## config.mk

```make
export PLATFORM = sky130hd
export DESIGN_NAME = bcd_to_bin_sequencer_flat
export DESIGN_NICKNAME = d
export VERILOG_FILES = /design/src/rtl/bcd_to_bin_sequencer_if.sv /design/src/rtl/bcd_to_bin_sequencer.sv /design/src/flat_wrapper.sv
export SDC_FILE = /design/constraint.sdc
export NUM_CORES = 1
export LEC_CHECK = 0
export CAP_MARGIN = 20
export CORE_ASPECT_RATIO = 0.7
export CORE_MARGIN = 8
export CORE_UTILIZATION = 60
export DETAILED_ROUTE_END_ITERATION = 10
export PLACE_DENSITY_LB_ADDON = 0.12
export SLEW_MARGIN = 0
export SYNTH_ARGS = -nofsm -noshare
export SYNTH_HDL_FRONTEND = slang
export SYNTH_SLANG_ARGS = --single-unit
```

## constraint.sdc

```tcl
create_clock -name clk -period 9.1 [get_ports clk]
set_input_delay 1.82 -clock clk [delete_from_list [all_inputs] [get_ports clk]]
set_output_delay 1.82 -clock clk [all_outputs]
set_load 0.005 [all_outputs]
```

## src/rtl/bcd_to_bin_sequencer_if.sv

```systemverilog
// Request/response bundle between the digit-entry logic and the BCD-to-binary sequencer.
// The master owns start/bcd_in; the sequencer (slave) owns the status and result.
interface bcd_to_bin_sequencer_if #(
    parameter int NDIGITS = 4,
    parameter int WIDTH   = 13
);
    logic                   start;
    logic [4*NDIGITS-1:0]   bcd_in;
    logic                   busy;
    logic                   done;
    logic [WIDTH-1:0]       result;
    logic                   ovf;
    logic                   err;

    modport master (
        output start, bcd_in,
        input  busy, done, result, ovf, err
    );

    modport slave (
        input  start, bcd_in,
        output busy, done, result, ovf, err
    );
endinterface

```

## src/rtl/bcd_to_bin_sequencer.sv

```systemverilog
// Sequential BCD-to-binary converter: one shared x10/add step per cycle, MSD first (Horner).
// Feeds the 13-bit binary timing comparator from the digit-entry/score path.
module bcd_to_bin_sequencer #(
    parameter int NDIGITS = 4,
    parameter int WIDTH   = 13
) (
    input  logic                    clk,
    input  logic                    rst_n,
    bcd_to_bin_sequencer_if.slave   bus
);

    localparam int BW = 4 * NDIGITS;
    localparam int IW = (NDIGITS > 1) ? $clog2(NDIGITS) : 1;

    typedef enum logic [1:0] {IDLE, MAC, DONE} state_t;

    state_t             state, state_n;
    logic [BW-1:0]      digits, digits_n;
    logic [WIDTH-1:0]   acc, acc_n;
    logic [IW-1:0]      idx, idx_n;
    logic               busy_q, busy_n;
    logic               done_q, done_n;
    logic [WIDTH-1:0]   result_q, result_n;
    logic               ovf_q, ovf_n;
    logic               err_q, err_n;

    logic               bad_digit;
    logic [3:0]         cur_digit;
    logic [WIDTH+3:0]   acc_ext;
    logic [WIDTH+3:0]   mac_sum;

    assign bus.busy   = busy_q;
    assign bus.done   = done_q;
    assign bus.result = result_q;
    assign bus.ovf    = ovf_q;
    assign bus.err    = err_q;

    always_comb begin
        bad_digit = 1'b0;
        for (int i = 0; i < NDIGITS; i++) begin
            if (bus.bcd_in[4*i +: 4] > 4'd9) bad_digit = 1'b1;
        end
    end

    always_comb begin
        cur_digit = 4'd0;
        for (int i = 0; i < NDIGITS; i++) begin
            if (idx == IW'(i)) cur_digit = digits[4*i +: 4];
        end
    end

    // Exact Horner step kept 4 bits wider so the overflow flag sees the true sum.
    always_comb begin
        acc_ext = {4'b0000, acc};
        mac_sum = (acc_ext << 3) + (acc_ext << 1) + {{WIDTH{1'b0}}, cur_digit};
    end

    always_comb begin
        state_n  = state;
        digits_n = digits;
        acc_n    = acc;
        idx_n    = idx;
        busy_n   = busy_q;
        done_n   = 1'b0;
        result_n = result_q;
        ovf_n    = ovf_q;
        err_n    = err_q;
        case (state)
            IDLE: begin
                busy_n = 1'b0;
                if (bus.start) begin
                    digits_n = bus.bcd_in;
                    acc_n    = '0;
                    ovf_n    = 1'b0;
                    err_n    = bad_digit;
                    idx_n    = IW'(NDIGITS - 1);
                    busy_n   = 1'b1;
                    if (bad_digit) begin
                        state_n  = DONE;
                        done_n   = 1'b1;
                        result_n = '0;
                    end else begin
                        state_n  = MAC;
                    end
                end
            end
            MAC: begin
                acc_n = mac_sum[WIDTH-1:0];
                if (mac_sum[WIDTH+3:WIDTH] != 4'd0) ovf_n = 1'b1;
                idx_n = idx - IW'(1);
                if (idx == '0) begin
                    state_n  = DONE;
                    done_n   = 1'b1;
                    result_n = mac_sum[WIDTH-1:0];
                end
            end
            DONE: begin
                state_n = IDLE;
                busy_n  = 1'b0;
            end
            default: begin
                state_n = IDLE;
                busy_n  = 1'b0;
            end
        endcase
    end

    // Status outputs are registered so result/ovf/err are stable during the done cycle.
    always_ff @(posedge clk or negedge rst_n) begin
        if (!rst_n) begin
            state    <= IDLE;
            digits   <= '0;
            acc      <= '0;
            idx      <= '0;
            busy_q   <= 1'b0;
            done_q   <= 1'b0;
            result_q <= '0;
            ovf_q    <= 1'b0;
            err_q    <= 1'b0;
        end else begin
            state    <= state_n;
            digits   <= digits_n;
            acc      <= acc_n;
            idx      <= idx_n;
            busy_q   <= busy_n;
            done_q   <= done_n;
            result_q <= result_n;
            ovf_q    <= ovf_n;
            err_q    <= err_n;
        end
    end

endmodule

```

## src/flat_wrapper.sv

```systemverilog
// flat-port wrapper written by rule: the top's interface ports become plain ports
module bcd_to_bin_sequencer_flat 
#(
    parameter int NDIGITS = 4,
    parameter int WIDTH   = 13
)
  (clk, rst_n, bus_start, bus_bcd_in, bus_busy, bus_done, bus_result, bus_ovf, bus_err);
  bcd_to_bin_sequencer_if #(.NDIGITS(NDIGITS), .WIDTH(WIDTH)) bus_i ();
  input  logic clk;
  input  logic rst_n;
  input wire logic [$bits(bus_i.start)-1:0] bus_start;
  input wire logic [$bits(bus_i.bcd_in)-1:0] bus_bcd_in;
  output wire logic [$bits(bus_i.busy)-1:0] bus_busy;
  output wire logic [$bits(bus_i.done)-1:0] bus_done;
  output wire logic [$bits(bus_i.result)-1:0] bus_result;
  output wire logic [$bits(bus_i.ovf)-1:0] bus_ovf;
  output wire logic [$bits(bus_i.err)-1:0] bus_err;
  assign bus_i.start = bus_start;
  assign bus_i.bcd_in = bus_bcd_in;
  assign bus_busy = bus_i.busy;
  assign bus_done = bus_i.done;
  assign bus_result = bus_i.result;
  assign bus_ovf = bus_i.ovf;
  assign bus_err = bus_i.err;
  bcd_to_bin_sequencer #(.NDIGITS(NDIGITS), .WIDTH(WIDTH)) u_core (.clk(clk), .rst_n(rst_n), .bus(bus_i));
endmodule
```

==> impl_metrics.yaml, run 1 <==
worst_setup_path:
  rr_worst_depth: 16
  critPathSlowestCell: "fa_1"
  critPathKind: "reg2reg"
  path_common_cell: "a21oi_1"
  crit_required_ns: 9.28
  timing.rr.start: "u_core.idx[0]"
  critical-path-max-stage-delay_ns: 0.52
  arrival_ns: 4.13
  end_kind: "register"
  startpoint_type: "register"
  worst-r2r-setup-slack_ns: 5.15
  critPathTopFamily: "compound AO/OA/AOI/OAI gates"
  path_buf_inv: 1
  reg2reg_to: "u_core.bus.result[12]"
  crit_fanout: 8
  path_cells: "inv_1 > ha_1 > nand2_1 > nor2_1 > a21oi_1 > nor2_1 > a21oi_1 > o21ai_0 > fa_1 > fa_1 > a211oi_2 > o21ai_1 > a31o_2 > a21oi_1 > or3_1 > nand3_1"
global_route:
  grt_pass1_vias: 2251
  grt_remaining_overflow: 0
  grt_first_pass_wirelength_um: 10800
  antenna_found_initial: 0
  grt_max_degree: 51
  track_usage_pct: 18.1
timing:
  setup_viol: 0
  fmax_ghz: 0.253
  setup-tns-final_ns: 0
  rsz0062_at_grt: "false"
  hold_viol: 0
  hold_slack_ns: 0.482
  period_needed_ns: 3.95
  max_slew_margin_pct: 36.6
  slew_violations: 0
  clock_skew_ns: 0.00641
  finalCritPeriodShare_pct: 43.4
  tightest_slew_ns: 0.946
clocking:
  cts_resized: 0
  clk_pin_slew_ns: 0.08
  worstSkewPairLatency_ns: 0.30
  cts_sinks: 50
  numCtsBuffers: 5
  clock-root-buffer: "clkbuf_8"
  hold_buffers: 0
  clockBufferDepth: 2
  cts_tree: "done"
  htree_num_levels: 2
  post_cts_buffers: 0
floorplanning:
  die_x_um: 100
  start_util_pct: 62.0
  fp.dieArea_um2: 7480
  fp-row-count: 21
  design.portCount: 36
  die_y_um: 74.8
  core_um2: 4780
yosys:
  ys_warn_count: 0
  syn_area_um2: 2960
  async_flop_share_pct: 100
  synth_edf_count: 0
  ys_ff_latch: 50
  ys_seq_area_share_pct: 42.2
  syn_area_per_cell_um2: 8.77
  synth.distinct_cells: 49
  synth_cells: 338
  syn_nets: 388
  synthFlopType: "dfrtp_1"
place:
  dpl.cell_count: 430
  dp_hpwl_um: 4750
  dpl_cell_area_um2: 3350
  gp_congestion: 0.876
  portBuffers: 35
power:
  ir_drop_mv: 0.148
  leakagePower_nw: 1.74
  power_density_nw_per_um2: 241
worst_hold_path:
  min_from: "u_core.digits[12]"
  hold_depth: 2
  min_to: "u_core.digits[12]"
  hp-class: "reg2reg"
cells_and_area:
  syn2layout_area_growth_pct: 15.7
  nets: 418
  diodes: 0
  fin_cells: 436
  drive_above_1_share_pct: 5.18
  design_area_um2: 3430
  nFillCells: 378
routing:
  dr.pass1.iters: 4
  wl_um: 6540
  drt_iter0_markers: 174
  vias_per_cell: 5.67
  vias: 2473
  routedWlPerCell_um: 15.0
  final_antenna_net_count: 0
  drcViolationCount: 0
run:
  maxCapViolations: 0
outcome:
  status: "finished, final reports clean"
-- through the flow --
stage | total power (W) | util (%) | worst slack (ns)
2_1_floorplan | 0.000588 | - | 5.67
3_3_place_gp | 0.000687 | 70.0 | 5.03
3_5_place_dp | 0.000699 | 70.0 | 4.92
4_1_cts | 0.000828 | 71.7 | 5.18
5_1_grt | 0.000898 | 71.7 | 4.87
6_report | 0.000827 | 71.7 | 5.15
-- placed cells by master, fill, tap and decap left out, drive strengths merged, types with 2 or more instances in the layout --
cell / netlist / final
nand3: 6 / 6
nand2: 103 / 103
and2: 2 / 2
clkbuf: 9 / 6
o31ai: 4 / 4
xor2: 4 / 4
inv: 5 / 5
dfrtp: 50 / 50
nand4: 3 / 3
a31oi: 3 / 3
o211ai: 2 / 2
a211oi: 4 / 4
nor3: 4 / 4
buf: 6 / 4
nand3b: 2 / 2
nand2b: 6 / 6
a21oi: 19 / 19
o22ai: 2 / 2
o21ai: 28 / 28
ha: 29 / 29
a21o: 4 / 4
clkdlybuf4s50: 0 / 34
fa: 2 / 2
nor2: 19 / 19
or3: 4 / 4
mux2i: 2 / 2
-- synth_stat cells, types with 5 or more instances --
cell | number | share of area (%)
ha_1 | 29 | 12
nor2_1 | 19 | 2.4
dfrtp_1 | 50 | 42
o21ai_0 | 25 | 4.2
a21oi_1 | 18 | 3.0
nand3_1 | 6 | 1.0
clkbuf_1 | 8 | 1.0
nand2b_1 | 6 | 1.3
inv_1 | 5 | 0.63
nand2_1 | 103 | 13
-- state kept, by name, summed over array words and instances (netlist names) --
| name | flops |
|---|---|
| u_core.digits | 16 |
| u_core.idx | 2 |
| u_core.acc | 13 |
| u_core.bus.ovf | 1 |
| u_core.bus.done | 1 |
| u_core.bus.busy | 1 |
| u_core.state | 2 |
| u_core.bus.result | 13 |
| u_core.bus.err | 1 |
-- cell families (layout without fill, tap and decap cells) --
family	count (synthesis)	after routing	share of synthesized area, %
and+or+nand+nor	152	152	21.6
muxes	3	3	1.06
DFF	50	50	42.2
xor gates and xnor gates	5	5	1.48
adders and majority gates	31	31	13.6
buffers and inverters	20	49	3.08
AOI/OAI and AO/OA	77	77	17.0
-- routing by layer --
| layer | GRT usage [%] | wire [um] | vias to the layer above |
|---|---|---|---|
| met3 | 4.06 | 367 | 9 |
| met4 | 4.00 | 53 | 0 |
| met5 | 0 | 0 | - |
| met2 | 25.9 | 2780 | 68 |
| li1 | - | - | 1221 |
| met1 | 27.0 | 3340 | 1175 |
-- power breakdown --
part	internal (W)	switching [W]	leakage, nW	total [W]
clock network	0.0000587	0.0000659	0.0431	0.000125
registers	0.000288	0.0000511	0.652	0.000339
logic	0.000147	0.000216	1.04	0.000363
-- worst register-to-register path: stages (launching register included) --
cell and delay, ns:
dfrtp_1 0.44, inv_1 0.12, ha_1 0.32, nand2_1 0.11, nor2_1 0.11, a21oi_1 0.08
nor2_1 0.12, a21oi_1 0.06, o21ai_0 0.21, fa_1 0.50, fa_1 0.52, a211oi_2 0.31
o21ai_1 0.13, a31o_2 0.28, a21oi_1 0.28, or3_1 0.16, nand3_1 0.07
-- area by class of cell --
class                      count  area, um2  share of cell area (%)
tap                           69       86.3                    2.52
timing repair buffer          38        368                    10.7
multi-input combinational    268       1620                    47.3
clock buffer                   6       82.6                    2.41
inverter                       5       18.8                   0.547
sequential                    50       1250                    36.5
-- worst max-delay path by stage --
stage | startpoint | endpoint | slack [ns] | cells past startpoint
6_report | u_core.idx[0] | u_core.bus.result[12] | 5.15 | 16
5_1_grt | u_core.idx[0] | u_core.acc[12] | 4.87 | 16
4_1_cts | u_core.idx[0] | u_core.acc[12] | 5.18 | 16
3_5_place_dp | bus_bcd_in[13] | u_core.bus.result[6] | 4.92 | 6
3_3_place_gp | bus_bcd_in[13] | u_core.bus.result[6] | 5.03 | 6
2_1_floorplan | u_core.idx[0] | u_core.acc[12] | 5.67 | 17
(Power assumes the default switching activity.)
==> run 2, diff against run 1 <==
--- a/config.mk
+++ b/config.mk
@@ -8,7 +8,7 @@
 export CAP_MARGIN = 20
 export CORE_ASPECT_RATIO = 0.7
 export CORE_MARGIN = 8
-export CORE_UTILIZATION = 60
+export CORE_UTILIZATION = 56
 export DETAILED_ROUTE_END_ITERATION = 10
 export PLACE_DENSITY_LB_ADDON = 0.12
 export SLEW_MARGIN = 0
==> constraint.sdc (replaced) <==
create_clock -name clk -period 3.86 [get_ports clk]
set_input_delay 0.772 -clock clk [delete_from_list [all_inputs] [get_ports clk]]
set_output_delay 0.772 -clock clk [all_outputs]
set_load 0.005 [all_outputs]
==> run 2 against run 1 <==
Effect of this change: combinational power up 140%; global-route usage up 0.39 points; first-iteration DRC count down 43%; register-to-register slack worse by 4.8 ns; critical path type unchanged; largest cell class unchanged.
==> impl_metrics.yaml, run 2 (synthesized netlist as in run 1, its figures left out) <==
run:
  maxCapViolations: 0
routing:
  final_antenna_net_count: 0
  drt_iter0_markers: 100
  wl_um: 6810
  drcViolationCount: 0
  dr.pass1.iters: 4
  routedWlPerCell_um: 15.4
  vias_per_cell: 5.53
  vias: 2446
timing:
  period_needed_ns: 3.54
  clock_skew_ns: 0.00734
  finalCritPeriodShare_pct: 91.8
  max_slew_margin_pct: 32.4
  setup-tns-final_ns: 0
  timing.final.ws_setup_ns: 0.315
  fmax_ghz: 0.282
  tightest_slew_ns: 1.01
  setup_viol: 0
  hold_viol: 0
  rsz0062_at_grt: "false"
  slew_violations: 0
floorplanning:
  die_x_um: 103
  fp.dieArea_um2: 7910
  design.portCount: 36
  start_util_pct: 57.3
  fp-row-count: 22
  die_y_um: 76.9
  core_um2: 5170
place:
  dp_hpwl_um: 5220
  place_ws_ns: 0.138
  gp_congestion: 0.925
  portBuffers: 35
global_route:
  track_usage_pct: 18.5
  grt_first_pass_wirelength_um: 11700
  grt_pass1_vias: 2394
  grt_max_degree: 31
  antenna_found_initial: 0
  grt_remaining_overflow: 0
worst_setup_path:
  startpoint_type: "register"
  end_kind: "register"
  timing.rr.start: "u_core.idx[0]"
  crit_fanout: 8
  setup.worst_path.start: "u_core.idx[0]"
  critPathSlowestCell: "dfrtp_1"
  path_cells: "inv_1 > ha_2 > nand2_1 > nor2_1 > a21oi_1 > nor2_1 > a21oi_1 > o21ai_0 > ha_1 > ha_1 > fa_1 > a211oi_2 > o21ai_1 > a31o_2 > a31oi_2 > xor2_1 > a31oi_1"
  critical-path-max-stage-delay_ns: 0.43
  arrival_ns: 3.74
  crit_required_ns: 4.06
  critPathKind: "reg2reg"
power:
  power_density_nw_per_um2: 589
  leakagePower_nw: 1.75
  ir_drop_mv: 0.317
  power_w: 0.00205
clocking:
  numCtsBuffers: 5
  clk_pin_slew_ns: 0.09
  post_cts_buffers: 0
  clock-root-buffer: "clkbuf_8"
  htree_num_levels: 2
  cts_tree: "done"
  cts_sinks: 50
  clockBufferDepth: 2
  hold_buffers: 0
  worstSkewPairLatency_ns: 0.31
cells_and_area:
  nFillCells: 452
  nets: 419
  diodes: 0
  mostFrequentLayoutCell: "nand2_1"
  drive_above_1_share_pct: 6.22
  largest_register_ffs: 16
  multi_input_area_um2: 1630
  top_register: "u_core.digits"
  syn2layout_area_growth_pct: 17.2
  regArea_um2: 1250
  layout_common_cells: "103 x nand2_1, 50 x dfrtp_1, 34 x clkdlybuf4s50_1"
worst_hold_path:
  min_from: "u_core.digits[8]"
  hp-class: "reg2reg"
outcome:
  status: "finished, final reports clean"
==> run 2: cell count changes in the layout (fill, tap and decap cells not counted), sizes merged <==
| cell | delta |
|---|---|
| buf | +1 |
| bufinv | +1 |
| clkinvlp | +1 |
==> run 2: stage by stage <==
stage	std cells	hold slack, ns	area (um2)	utilization [%]
5_1_grt	442	0.519	3470	67.1
2_1_floorplan	338	0.446	2960	-
6_report	442	0.485	3470	67.1
4_1_cts	442	0.487	3470	67.0
3_5_place_dp	434	0.463	3360	64.9
3_3_place_gp	434	0.460	3360	64.9
==> run 2: where the power goes <==
part           total, W  switching [W]  internal [W]
clock          0.000375       0.000181      0.000194
sequential     0.000797       0.000119      0.000678
combinational  0.000875       0.000521      0.000354
total           0.00205       0.000821       0.00123
==> run 2: worst paths after layout <==
check / to / slack [ns] / cells after the start
worst max-delay path: u_core.bus.ovf / 0.32 / 17
worst min-delay path: u_core.digits[8] / 0.48 / 2
worst max register to register: u_core.bus.ovf / 0.32 / 17
worst min register to register: u_core.digits[8] / 0.48 / 2
max in group asynchronous: u_core.acc[1] / 2.61 / 2
min in group asynchronous: u_core.acc[10] / 0.50 / 1
==> run 2: timing repair <==
action / 4_1_cts / 5_1_grt
endpoints found under the hold margin: 0 / 0
endpoints found under the setup margin: 0 / 8
resized for setup: 0 / 3
==> run 2: layout make-up <==
type	instances	share of cell area, %
timing repair buffer	39	10.8
clock buffer	6	2.09
tap	72	2.59
multi-input combinational	268	46.9
inverter	5	0.540
clock inverter	2	1.08
sequential	50	36.0
==> run 2: routing by layer <==
metal,global-route usage (%),up-vias,wire length (um)
met4,6.19,0,65
met1,27.0,1161,3520
li1,-,1230,-
met3,3.88,6,358
met2,26.2,49,2870
met5,0,-,0
==> run 2: critical path: cells and delay by family, from the launching register on <==
kind / cells / cell delay [ns]
AO/OA/AOI/OAI: 8 / 1.35
adder cells (fa/ha/maj): 4 / 1.19
flip-flops: 1 / 0.43
AND/OR/NAND/NOR: 3 / 0.20
XOR/XNOR: 1 / 0.15
buffers and inverters: 1 / 0.09
